===== src/rtl/ctrl_uart_tx_fifo_if.sv =====
// -----------------------------------------------------------------------------
// ctrl_uart_tx_fifo_if
// Bus bundle between the TX register decode (master) and the buffered UART
// transmitter (slave).
//   wr_en/wr_dat : byte push request and data
//   wr_ack       : push accepted (FIFO not full)
//   flush        : single-cycle FIFO empty request
//   ovf_clr      : clears the sticky overflow flag
//   full/empty/level/ovf/tx_busy : status for the UART status register
//   uart_txd     : serial line out
// -----------------------------------------------------------------------------
interface ctrl_uart_tx_fifo_if #(
   parameter int AW = 4
);
   logic          wr_en;
   logic [7:0]    wr_dat;
   logic          wr_ack;
   logic          flush;
   logic          ovf_clr;
   logic          full;
   logic          empty;
   logic [AW:0]   level;
   logic          ovf;
   logic          tx_busy;
   logic          uart_txd;

   modport master (
      output wr_en, wr_dat, flush, ovf_clr,
      input  wr_ack, full, empty, level, ovf, tx_busy, uart_txd
   );

   modport slave (
      input  wr_en, wr_dat, flush, ovf_clr,
      output wr_ack, full, empty, level, ovf, tx_busy, uart_txd
   );
endinterface


===== src/rtl/ctrl_uart_tx_fifo.sv =====
// -----------------------------------------------------------------------------
// ctrl_uart_tx_fifo
// Buffered 8N1 UART transmitter. Register writes push bytes into a 2^AW deep
// circular FIFO; a serializer drains it onto uart_txd at BAUD_CNT clocks/bit.
// Ports:
//   clk    : system clock
//   rst_n  : synchronous, active-low reset
//   bus    : ctrl_uart_tx_fifo_if.slave (push, flush, ovf_clr in; status and
//            uart_txd out)
// -----------------------------------------------------------------------------
module ctrl_uart_tx_fifo #(
   parameter int AW       = 4,
   parameter int BAUD_CNT = 434,
   parameter int BCW      = 9
) (
   input  logic                 clk,
   input  logic                 rst_n,
   ctrl_uart_tx_fifo_if.slave   bus
);

   localparam int             DEPTH    = 1 << AW;
   localparam logic [BCW-1:0] BAUD_TOP = BCW'(BAUD_CNT - 1);

   typedef enum logic [1:0] {
      S_IDLE,
      S_START,
      S_DATA,
      S_STOP
   } state_t;

   state_t          r_state;
   logic [BCW-1:0]  r_baud;
   logic [2:0]      r_bit;
   logic [7:0]      r_shift;
   logic            r_txd;
   logic            r_ovf;
   logic [AW:0]     r_wr_ptr;
   logic [AW:0]     r_rd_ptr;
   logic [7:0]      r_mem [DEPTH];

   logic            w_full;
   logic            w_empty;
   logic            w_push;
   logic            w_pop;
   logic            w_baud_done;
   logic [7:0]      w_rd_dat;

   // Extra pointer MSB distinguishes full from empty when low bits match.
   assign w_full      = (r_wr_ptr[AW] != r_rd_ptr[AW]) &&
                        (r_wr_ptr[AW-1:0] == r_rd_ptr[AW-1:0]);
   assign w_empty     = (r_wr_ptr == r_rd_ptr);
   assign w_baud_done = (r_baud == '0);
   assign w_rd_dat    = r_mem[r_rd_ptr[AW-1:0]];

   // Flush overrides both push and pop in the same cycle so the discarded
   // bytes can never reach the line.
   assign w_push = bus.wr_en && !w_full && !bus.flush;
   assign w_pop  = !w_empty && !bus.flush &&
                   ((r_state == S_IDLE) || ((r_state == S_STOP) && w_baud_done));

   // FIFO pointers
   always_ff @(posedge clk) begin
      if (!rst_n) begin
         r_wr_ptr <= '0;
         r_rd_ptr <= '0;
      end else if (bus.flush) begin
         r_rd_ptr <= r_wr_ptr;
      end else begin
         if (w_push) r_wr_ptr <= r_wr_ptr + 1'b1;
         if (w_pop)  r_rd_ptr <= r_rd_ptr + 1'b1;
      end
   end

   // FIFO storage (data only, no reset needed)
   always_ff @(posedge clk) begin
      if (w_push) r_mem[r_wr_ptr[AW-1:0]] <= bus.wr_dat;
   end

   // Sticky overflow: a dropped push takes priority over a clear request.
   always_ff @(posedge clk) begin
      if (!rst_n) begin
         r_ovf <= 1'b0;
      end else if (bus.wr_en && w_full && !bus.flush) begin
         r_ovf <= 1'b1;
      end else if (bus.ovf_clr) begin
         r_ovf <= 1'b0;
      end
   end

   // Serializer: uart_txd is set together with each state change so the
   // registered line level always matches the state being entered.
   always_ff @(posedge clk) begin
      if (!rst_n) begin
         r_state <= S_IDLE;
         r_txd   <= 1'b1;
         r_baud  <= '0;
         r_bit   <= '0;
         r_shift <= '0;
      end else begin
         case (r_state)
            S_IDLE: begin
               r_txd <= 1'b1;
               if (w_pop) begin
                  r_shift <= w_rd_dat;
                  r_baud  <= BAUD_TOP;
                  r_txd   <= 1'b0;
                  r_state <= S_START;
               end
            end
            S_START: begin
               if (w_baud_done) begin
                  r_baud  <= BAUD_TOP;
                  r_bit   <= '0;
                  r_txd   <= r_shift[0];
                  r_state <= S_DATA;
               end else begin
                  r_baud <= r_baud - 1'b1;
               end
            end
            S_DATA: begin
               if (w_baud_done) begin
                  r_baud <= BAUD_TOP;
                  if (r_bit == 3'd7) begin
                     r_txd   <= 1'b1;
                     r_state <= S_STOP;
                  end else begin
                     r_shift <= {1'b0, r_shift[7:1]};
                     r_txd   <= r_shift[1];
                     r_bit   <= r_bit + 1'b1;
                  end
               end else begin
                  r_baud <= r_baud - 1'b1;
               end
            end
            S_STOP: begin
               if (w_baud_done) begin
                  // Back-to-back frames: go straight to START with no idle gap.
                  if (w_pop) begin
                     r_shift <= w_rd_dat;
                     r_baud  <= BAUD_TOP;
                     r_txd   <= 1'b0;
                     r_state <= S_START;
                  end else begin
                     r_txd   <= 1'b1;
                     r_state <= S_IDLE;
                  end
               end else begin
                  r_baud <= r_baud - 1'b1;
               end
            end
            default: begin
               r_state <= S_IDLE;
               r_txd   <= 1'b1;
            end
         endcase
      end
   end

   assign bus.wr_ack   = !w_full;
   assign bus.full     = w_full;
   assign bus.empty    = w_empty;
   assign bus.level    = r_wr_ptr - r_rd_ptr;
   assign bus.ovf      = r_ovf;
   assign bus.tx_busy  = (r_state != S_IDLE);
   assign bus.uart_txd = r_txd;

endmodule


===== src/flat_wrapper.sv =====
// flat-port wrapper written by rule: the top's interface ports become plain ports
module ctrl_uart_tx_fifo_flat 
#(
   parameter int AW       = 4,
   parameter int BAUD_CNT = 434,
   parameter int BCW      = 9
)
  (clk, rst_n, bus_wr_en, bus_wr_dat, bus_flush, bus_ovf_clr, bus_wr_ack, bus_full, bus_empty, bus_level, bus_ovf, bus_tx_busy, bus_uart_txd);
  ctrl_uart_tx_fifo_if #(.AW(AW)) bus_i ();
  input  logic clk;
  input  logic rst_n;
  input wire logic [$bits(bus_i.wr_en)-1:0] bus_wr_en;
  input wire logic [$bits(bus_i.wr_dat)-1:0] bus_wr_dat;
  input wire logic [$bits(bus_i.flush)-1:0] bus_flush;
  input wire logic [$bits(bus_i.ovf_clr)-1:0] bus_ovf_clr;
  output wire logic [$bits(bus_i.wr_ack)-1:0] bus_wr_ack;
  output wire logic [$bits(bus_i.full)-1:0] bus_full;
  output wire logic [$bits(bus_i.empty)-1:0] bus_empty;
  output wire logic [$bits(bus_i.level)-1:0] bus_level;
  output wire logic [$bits(bus_i.ovf)-1:0] bus_ovf;
  output wire logic [$bits(bus_i.tx_busy)-1:0] bus_tx_busy;
  output wire logic [$bits(bus_i.uart_txd)-1:0] bus_uart_txd;
  assign bus_i.wr_en = bus_wr_en;
  assign bus_i.wr_dat = bus_wr_dat;
  assign bus_i.flush = bus_flush;
  assign bus_i.ovf_clr = bus_ovf_clr;
  assign bus_wr_ack = bus_i.wr_ack;
  assign bus_full = bus_i.full;
  assign bus_empty = bus_i.empty;
  assign bus_level = bus_i.level;
  assign bus_ovf = bus_i.ovf;
  assign bus_tx_busy = bus_i.tx_busy;
  assign bus_uart_txd = bus_i.uart_txd;
  ctrl_uart_tx_fifo #(.AW(AW), .BAUD_CNT(BAUD_CNT), .BCW(BCW)) u_core (.clk(clk), .rst_n(rst_n), .bus(bus_i));
endmodule

===== config.mk =====
export PLATFORM = sky130hd
export DESIGN_NAME = ctrl_uart_tx_fifo_flat
export DESIGN_NICKNAME = d
export VERILOG_FILES = /design/src/rtl/ctrl_uart_tx_fifo_if.sv /design/src/rtl/ctrl_uart_tx_fifo.sv /design/src/flat_wrapper.sv
export SDC_FILE = /design/constraint.sdc
export NUM_CORES = 1
export LEC_CHECK = 0
export CORE_MARGIN = 2
export CORE_UTILIZATION = 30
export CTS_CLUSTER_DIAMETER = 150
export CTS_CLUSTER_SIZE = 12
export DETAILED_ROUTE_END_ITERATION = 6
export DONT_BUFFER_PORTS = 1
export MAX_ROUTING_LAYER = met4
export PLACE_DENSITY = 0.43
export SETUP_SLACK_MARGIN = 0.15
export SLEW_MARGIN = 5
export SYNTH_ARGS = -nofsm -noshare
export SYNTH_HDL_FRONTEND = slang
export SYNTH_SLANG_ARGS = --single-unit

===== constraint.sdc =====
create_clock -name clk -period 2.9 [get_ports clk]
set_input_delay 0.145 -clock clk [delete_from_list [all_inputs] [get_ports clk]]
set_output_delay 0.145 -clock clk [all_outputs]
set_load 0.1 [all_outputs]

==> results of run 1 <==
==> final cells by class <==
type | count | area, sq um
Fill cell | 2268 | 15100
Sequential cell | 166 | 4610
Multi-Input combinational cell | 262 | 2400
Clock buffer | 18 | 429
Tap cell | 319 | 399
Timing Repair Buffer | 40 | 342
Clock inverter | 14 | 163
Inverter | 21 | 78.8
==> Yosys cell counts, types with 2 or more instances <==
master | instances | share of area (%)
nand4_1 | 3 | 0.26
nand3_1 | 3 | 0.21
nand2b_1 | 3 | 0.26
o21ai_1 | 2 | 0.14
nor3b_1 | 3 | 0.31
a21o_1 | 2 | 0.21
a211oi_1 | 2 | 0.21
buf_2 | 4 | 0.28
o211ai_1 | 3 | 0.31
a311oi_1 | 3 | 0.37
or3_1 | 2 | 0.17
mux2i_1 | 9 | 1.3
nor3_1 | 14 | 0.98
mux2_2 | 9 | 1.4
inv_1 | 20 | 1.0
ha_1 | 17 | 3.0
a22o_1 | 2 | 0.24
o21a_1 | 2 | 0.21
clkbuf_1 | 11 | 0.58
xor2_1 | 4 | 0.49
a22oi_1 | 4 | 0.42
nand2_1 | 11 | 0.58
xnor2_1 | 7 | 0.86
buf_1 | 2 | 0.10
mux4_2 | 32 | 10
a221oi_1 | 6 | 0.73
o21ai_0 | 23 | 1.6
dfxtp_1 | 38 | 11
edfxtp_1 | 128 | 54
o221a_1 | 2 | 0.31
nor2_1 | 42 | 2.2
a21oi_1 | 26 | 1.8
==> sequential cells by signal, indices dropped and copies added (netlist names), 2 cells and up, named ones only <==
| signal | count |
|---|---|
| u_core.r_mem | 128 |
| u_core.r_bit | 3 |
| u_core.r_baud | 9 |
| u_core.r_state | 2 |
| u_core.r_rd_ptr | 5 |
| u_core.r_wr_ptr | 5 |
| u_core.r_shift | 8 |
==> worst max-delay path, stage by stage, from the launching register on <==
cell,delay (ns)
dfxtp_1,0.46
inv_1,0.13
ha_1,0.23
fa_1,0.49
inv_1,0.08
a21o_1,0.10
a21oi_1,0.09
xor2_2,0.16
buf_6,0.24
==> per-layer routing <==
metal / share of wire (%) / GRT usage, %
met1: 47 / 19.1
met2: 47 / 22.8
met3: 3.8 / 3.32
met4: 1.3 / 4.25
met5: 0 / -
==> final timing paths <==
check	startpoint	endpoint	slack, ns	cells past startpoint
worst max-delay path	u_core.r_wr_ptr[0]	bus_level[4]	0.36	8
worst min-delay path	bus_flush	u_core.r_rd_ptr[4]	0.07	2
worst max register to register	u_core.r_wr_ptr[3]	u_core.r_mem[3][1]	0.45	6
worst min register to register	u_core.r_shift[7]	u_core.r_shift[7]	0.53	2
==> per-stage QoR <==
step	area [sq um]	cells	hold slack (ns)	setup slack, ns	utilization, %
2_1_floorplan	7170	470	0.244	0.262	-
5_1_grt	8420	840	0.0789	0.168	35.9
3_3_place_gp	7710	798	0.245	0.447	32.9
4_1_cts	8400	840	0.0400	0.283	35.8
6_report	8420	840	0.0681	0.357	35.9
3_5_place_dp	7710	798	0.245	0.399	32.9
==> kinds of logic (layout without fill, tap and decap cells) <==
logic type | count (synthesis) | count (layout) | share of synthesized area, %
compound gates | 91 | 91 | 9.10
xor+xnor | 11 | 11 | 1.35
fa+ha+maj | 18 | 18 | 3.25
buf+inv | 42 | 93 | 2.55
flops | 166 | 166 | 64.4
mux | 50 | 50 | 12.8
simple gates | 92 | 92 | 6.63
==> report_power, final <==
| part | switching, mW | internal, mW |
|---|---|---|
| sequential | 0.174 | 2.69 |
| clock | 1.00 | 1.30 |
| combinational | 1.15 | 0.647 |
==> repair_timing <==
action | in CTS | in global routing
hold buffers | 10 | 0
hold endpoints to repair | 148 | 0
gates resized for setup | 0 | 2
endpoints found under the setup margin | 0 | 9
==> metrics, run 1 <==
core area=23500 sq um; violation count after the first detailed-route iteration=264; Initial Util=between 30% and 40%; Overall Power=6.96 mW; grt ovf=0; Worst EP required=2.76 ns; CTS Buf Count=17; fin. max-slew vios=0; Clock transition at path regs=around 0.07 ns; most frequent cells in the layout=edfxtp_1, nor2_1, dfxtp_1; IO Pins=24; Leak Pwr=2.76 nW; Post-synth ARST share=0%; Avg Inst Size Synth=15.2 sq um; kind of start point of the critical path=flop; Synth Flop Type=edfxtp_1; largest net degree at the start of global routing=33; initial antenna violation count=0; Worst Hold Class=primary input to flop; Routability Congestion=0.781; chip height=approximately 160 microns; Final TNS setup=0 ns; final WL=16500 microns; H-tree levels=4; clk_lat worst skew=0.42 ns; shortest period the worst path allows=between 2 and 3 ns; antenna viol nets, final=0; ant diodes=0; DIE WIDTH=158 microns; synthesized flop and latch total=166; total number of vias=a little over 4000; Vias/cell=between 4 and 5; most common cell after layout, fill and taps aside=edfxtp_1; port bufs=0; setup bufs post-CTS=0; RSZ-0062 raised after global routing=no; Post-Syn Instances=470; DRC viols=0; kind of end point of the critical path=output pin; Final period util=87.7%; Slew headroom=between 30% and 40%; Unique masters post-synth=63; kind of critical path=flop to output pin; yosys warns=0; Clock Sinks=about 170; Die Area=25100 sq um; Tot GR Track Use=about 15%; PD cells=between 800 and 900 nW/um^2; clk root buf=clkbuf_16; worst vdd ir=0.435 mV; Avg WL per Cell=19.7 microns; number of hold violations in the final report=0; layout cells sized above 1=~23%; DP HPWL=between 10000 and 15000 microns; NumNets Final=539; CTS tree=yes; status=complete, no violations; vias in the first global route=4211; syn nets=about 500; worst slew pin tran=0.966 ns; Max Fanout on Critical Path=6; MaxCap Viol Count=0; Final Setup Violations=0; Fmax=393 MHz; first-pass GRT wire length=25600 microns; first-pass detailed-route iteration total=4; Clock Skews=0.00920 ns; Core Rows=56; post-synthesis sequential area ratio=64.4%; synthesis-to-finish area growth=17.6%; Post-synth EDFFs=around 130; synthesized area=between 7000 and 8000 sq um; Bufs on Longest Clock Path=2; CP arrival=around 2.4 ns
(Power assumes the default switching activity.)
==> inputs of run 2 (changes only) <==
Settings changed: ABC_AREA set to 1, MAX_ROUTING_LAYER met4 to unset, REMOVE_ABC_BUFFERS set to 1.
==> metrics, run 2 <==
Worst Slack Setup Final=0.391 ns (was 0.357 ns); number of hold violations in the final report=0 (unchanged); top-count cell post-synth=nand2_1 (was edfxtp_1); status=complete, no violations (unchanged); routing usage on met3=2.68% (was 3.32%); Initial Util=30.6% (was 30.5%); synthesized flop and latch total=166 (unchanged); port bufs=0 (unchanged); violation count after the first detailed-route iteration=307 (was 264); final WL=19200 microns (was 16500 microns); launch point of the worst path=u_core.r_wr_ptr[0] (unchanged); met1 GRT Util=21.2% (was 19.1%); total number of vias=5367 (was 4142); Worst EP required=2.76 ns (about the same); Avg Inst Size Synth=9.13 sq um (was 15.2 sq um); Synth Flop Type=edfxtp_1 (unchanged); Post-synth EDFFs=128 (unchanged); Post-Syn Instances=843 (was 470); Worst Hold Class=primary input to flop (unchanged); H-tree levels=4 (unchanged); MaxCap Viol Count=0 (unchanged); Hold Path Stages=3 (was 2); Post-synth top cells=nand2_1, edfxtp_1, inv_1 (was edfxtp_1, nor2_1, dfxtp_1); dpl cell area=8260 sq um (was 7710 sq um); antenna viol nets, final=0 (unchanged); area of the multi-input gates=2540 sq um (was 2400 sq um); CTS Buf Count=17 (unchanged); DRC viols=0 (unchanged); synthesis-to-finish area growth=16.3% (was 17.6%); grt ovf=0 (unchanged); post-synthesis sequential area ratio=59.8% (was 64.4%); clk_lat worst skew=0.43 ns (was 0.42 ns); Avg WL per Cell=15.7 microns (was 19.7 microns); CP arrival=2.36 ns (was 2.40 ns); sequential cell area=4610 sq um (unchanged); kind of critical path=flop to output pin (unchanged); min-delay src=bus_flush (unchanged); Unique masters post-synth=36 (was 63); Tot GR Track Use=14.9% (was 14.6%); worst vdd ir=0.654 mV (was 0.435 mV); fin. max-slew vios=0 (unchanged); top post-synthesis cells by area=edfxtp_1, nand2_1, dfxtp_1 (was edfxtp_1, dfxtp_1, mux4_2); kind of start point of the critical path=flop (unchanged); NumNets Final=908 (was 539); clk root buf=clkbuf_16 (unchanged); Vias/cell=4.40 (was 4.93); fillcell total=2600 (was 2268); initial antenna violation count=0 (unchanged); IO Pins=24 (unchanged); Post-synth ARST share=0% (unchanged); global route hottest layer=met2 (unchanged); Max Fanout on Critical Path=5 (was 6); DP HPWL=12500 microns (was 10700 microns); PD cells=802 nW/um^2 (was 827 nW/um^2); Clock Sinks=166 (unchanged); Leak Pwr=3.73 nW (was 2.76 nW); Post-Place Worst Slack=0.460 ns (was 0.399 ns); r2r startpoint=u_core.r_rd_ptr[2] (was u_core.r_wr_ptr[3]); layout cells sized above 1=9.66% (was 23.0%); Routability Congestion=0.806 (was 0.781); max FFs per register=128 (unchanged); kind of end point of the critical path=output pin (unchanged); CTS tree=yes (unchanged); Fmax=399 MHz (was 393 MHz); Synth area leader=edfxtp_1 (unchanged); Die Area=26900 sq um (was 25100 sq um); synthesized area=7690 sq um (was 7150 sq um); Final Setup Violations=0 (unchanged); depth of the most critical reg-to-reg path=10 (was 6); shortest period the worst path allows=2.51 ns (was 2.54 ns); cell area after layout=8950 sq um (was 8420 sq um); first-pass detailed-route iteration total=4 (unchanged); first-pass GRT wire length=30000 microns (was 25600 microns); Slew headroom=43.4% (was 35.5%); most common cell after layout, fill and taps aside=nand2_1 (was edfxtp_1); Final period util=86.5% (was 87.7%); met2 Use GR=23.6% (was 22.8%); Core Rows=58 (was 56); largest net degree at the start of global routing=65 (was 33); DIE WIDTH=164 microns (was 158 microns); ant diodes=0 (unchanged); RSZ-0062 raised after global routing=no (unchanged); proportion of netlist area held by the largest area contributor=50.0% (was 53.7%); Clock Skews=0.0154 ns (was 0.00920 ns); chip height=164 microns (was 158 microns); worst slew pin tran=0.845 ns (was 0.966 ns); Bufs on Longest Clock Path=2 (unchanged); core area=25200 sq um (was 23500 sq um); vias in the first global route=5149 (was 4211); most frequent cells in the layout=nand2_1, edfxtp_1, inv_1 (was edfxtp_1, nor2_1, dfxtp_1); yosys warns=0 (unchanged); Clock transition at path regs=0.08 ns (was 0.07 ns)
-- run 2: power by group --
| part | leakage, nW | switching, mW | total [mW] | internal (mW) |
|---|---|---|---|---|
| clock | 0.285 | 1.07 | 2.23 | 1.15 |
| combinational | 1.98 | 1.53 | 2.16 | 0.634 |
| sequential | 1.46 | 0.0948 | 2.79 | 2.69 |
-- run 2: cells by family after synthesis --
kind of cell	synth area share, %
flops	59.8
buf+inv	7.45
fa+ha+maj	3.02
compound gates	4.11
simple gates	24.8
xor+xnor	0.797
-- run 2: worst max-delay path, stage by stage (launching register included) --
cell and delay [ns]:
dfxtp_1 0.40, inv_1 0.12, ha_1 0.23, fa_1 0.48, o21ai_1 0.26, xor2_2 0.15, buf_4 0.30
-- run 2: final cells by class --
class                           count  share of cell area (%)
Multi-Input combinational cell    532                    28.4
Tap cell                          330                    4.61
Sequential cell                   166                    51.5
Clock buffer                       17                    4.75
Inverter                          114                    4.84
Clock inverter                     15                    1.64
Timing Repair Buffer               46                    4.33
-- run 2: worst paths after layout --
| check | end | slack [ns] |
|---|---|---|
| worst max register to register | u_core.r_mem[13][5] | 0.45 |
| worst max-delay path | bus_level[4] | 0.39 |
| worst min register to register | u_core.r_bit[1] | 0.47 |
| worst min-delay path | u_core.r_rd_ptr[4] | 0.09 |
-- run 2: stage by stage --
stage / hold slack (ns) / TNS (ns) / std cells / power, mW / util (%)
finish: 0.0869 / 0 / 1220 / 7.17 / 35.5
global route: 0.126 / 0 / 1220 / 7.59 / 35.5
CTS: 0.0643 / 0 / 1220 / 7.26 / 35.5
detailed placement: 0.245 / 0 / 1176 / 4.96 / 32.8
global placement: 0.245 / 0 / 1176 / 4.97 / 32.8
floorplan: 0.244 / -2.83 / 812 / 4.47 / -
-- run 2: layer usage --
metal / share of wire (%) / vias to the layer above
met1: 51 / 2491
li1: - / 2811
met5: 0 / -
met2: 46 / 61
met3: 3.0 / 4
met4: 0.42 / 0
-- run 2: timing repair --
item	4_1_cts	5_1_grt
hold buffers	12	0
setup endpoints to repair	0	1
endpoints found under the hold margin	149	0
setup buffers	0	0
gates resized for setup	0	1
==> inputs of run 3 (changes only) <==
Settings changed: ABC_AREA 1 to unset, BUFFER_PORTS_ARGS set to -buffer_cell sky130_fd_sc_hd__buf_4, DONT_BUFFER_PORTS 1 to unset.
==> metrics, run 3 (synthesis gave the netlist of run 1 again) <==
CTS tree=yes (unchanged); IO Pins=24 (unchanged); clk root buf=clkbuf_16 (unchanged); Slew headroom=58.5% (was 43.4%); R2R Setup Slk=0.44 ns (was 0.45 ns); violation count after the first detailed-route iteration=299 (was 307); first-pass GRT wire length=25400 microns (was 30000 microns); Leak Pwr=2.80 nW (was 3.73 nW); Fmax=395 MHz (was 399 MHz); number of hold violations in the final report=0 (unchanged); Final period util=87.2% (was 86.5%); Max Fanout on Critical Path=6 (was 5); Final TNS setup=0 ns (unchanged); Final Setup Violations=0 (unchanged); shortest period the worst path allows=2.53 ns (was 2.51 ns); Initial Util=30.5% (was 30.6%); clk_lat worst skew=0.42 ns (was 0.43 ns); DIE WIDTH=158 microns (was 164 microns); Worst Slack Setup Final=0.371 ns (was 0.391 ns); P_int=4.66 mW (was 4.48 mW); Routability Congestion=0.758 (was 0.806); Switch Pwr=2.32 mW (was 2.70 mW); Vias/cell=4.88 (was 4.40); cts repair resizes=0 (unchanged); Worst Hold Class=primary input to flop (unchanged); Post-Place Worst Slack=0.471 ns (was 0.460 ns); kind of start point of the critical path=flop (unchanged); ant diodes=0 (unchanged); status=complete, no violations (unchanged); layout cells sized above 1=25.5% (was 9.66%); Bufs on Longest Clock Path=2 (unchanged); grt ovf=0 (unchanged); fin. max-slew vios=0 (unchanged); # hold bufs at CTS=0 (was 12); Logic pwr share=26.9% (was 30.1%); synthesis-to-finish area growth=17.7% (was 16.3%); sw frac=33.2% (was 37.6%); PD cells=829 nW/um^2 (was 802 nW/um^2); fillcell total=2260 (was 2600); post-layout util=35.9% (was 35.5%); core area=23500 sq um (was 25200 sq um); Clock Sinks=166 (unchanged); port bufs=23 (was 0); max FFs per register=128 (unchanged); chip height=158 microns (was 164 microns); CP arrival=2.38 ns (was 2.36 ns); Die Area=25100 sq um (was 26900 sq um); vias in the first global route=4204 (was 5149); Core Rows=56 (was 58); kind of critical path=flop to output pin (unchanged); Tot GR Track Use=14.0% (was 14.9%); MaxCap Viol Count=0 (unchanged); NumNets Final=547 (was 908); Avg WL per Cell=19.2 microns (was 15.7 microns); worst vdd ir=0.367 mV (was 0.654 mV); initial antenna violation count=0 (unchanged); Clock transition at path regs=0.07 ns (was 0.08 ns); largest net degree at the start of global routing=33 (was 65); DP HPWL=10900 microns (was 12500 microns); sequential cell area=4610 sq um (unchanged); DRC viols=0 (unchanged); area of the multi-input gates=2370 sq um (was 2540 sq um); H-tree levels=4 (unchanged); kind of end point of the critical path=output pin (unchanged); most common cell after layout, fill and taps aside=edfxtp_1 (was nand2_1); most frequent cells in the layout=edfxtp_1, buf_4, nor2_1 (was nand2_1, edfxtp_1, inv_1); Worst path max stage delay=0.47 ns (was 0.48 ns); RSZ-0062 raised after global routing=no (unchanged); first-pass detailed-route iteration total=4 (unchanged); antenna viol nets, final=0 (unchanged); total number of vias=4135 (was 5367); cells along the critical path=inv_1 > ha_1 > fa_1 > inv_1 > a21o_1 > a21oi_1 > xor2_1 > buf_6 (was inv_1 > ha_1 > fa_1 > o21ai_1 > xor2_2 > buf_4); worst slew pin tran=0.619 ns (was 0.845 ns); Worst EP required=2.76 ns (about the same); crit path max-delay cell type=fa_1 (unchanged); CTS Buf Count=17 (unchanged); Flop pwr share=40.6% (was 38.8%); Clock Power Share=32.6% (was 31.0%); final WL=16300 microns (was 19200 microns); Hold WS=0.0356 ns (was 0.0869 ns); setup bufs post-CTS=0 (unchanged); most used cell, CP=inv_1; Clock Skews=0.0118 ns (was 0.0154 ns)
==> run 3: cell types whose count changed in the layout (fill, tap and decap cells not counted), moves of 11 or more <==
| cell | change |
|---|---|
| nor2_1 | -11 |
| mux4_2 | +32 |
| buf_4 | +13 |
| nand3_1 | -102 |
| dlygate4sd3_1 | -12 |
| nand2_1 | -257 |
| inv_1 | -91 |
==> run 3: cell type report <==
class,instances,share of cell area (%)
Clock inverter,14,1.89
Sequential cell,166,54.7
Timing Repair Buffer,48,4.47
Clock buffer,18,5.10
Multi-Input combinational cell,262,28.2
Inverter,21,0.936
Tap cell,319,4.74
==> run 3: through the flow <==
stage	power [mW]	instances	instance area, sq um
final	6.98	848	8420
after floorplan	4.25	449	7050
after CTS	7.03	848	8410
after global placement	4.71	816	7820
after global routing	7.33	848	8420
after detailed placement	4.75	816	7820
==> run 3: final timing paths <==
check,start,end,depth (start not counted)
hold reg to reg,u_core.bus.uart_txd,u_core.bus.uart_txd,1
hold / removal,bus_ovf_clr,u_core.bus.ovf,4
setup / recovery,u_core.r_wr_ptr[0],bus_level[4],8
setup reg to reg,u_core.r_rd_ptr[1],u_core.r_mem[3][1],7
==> run 3: critical path: cells and delay by family, from the launching register on <==
family                   cells  cell delay, ns
buffers and inverters        3            0.45
XOR/XNOR                     1            0.19
adder cells (fa/ha/maj)      2            0.70
flip-flops                   1            0.44
AO/OA/AOI/OAI                2            0.18
==> run 3: power by group through the flow <==
stage	sequential [mW]	combinational, mW	clock, mW
floorplan	2.91	1.34	0
global placement	2.88	1.84	0
detailed placement	2.88	1.87	0
CTS	2.83	1.88	2.32
global route	2.85	2.05	2.43
finish	2.83	1.87	2.27
==> run 3: layer usage <==
layer	track usage [%]	wire [microns]	up-vias
met3	2.97	621	13
li1	-	-	1927
met1	19.9	7870	2114
met2	21.6	7590	81
met4	4.33	206	0
met5	0	0	-
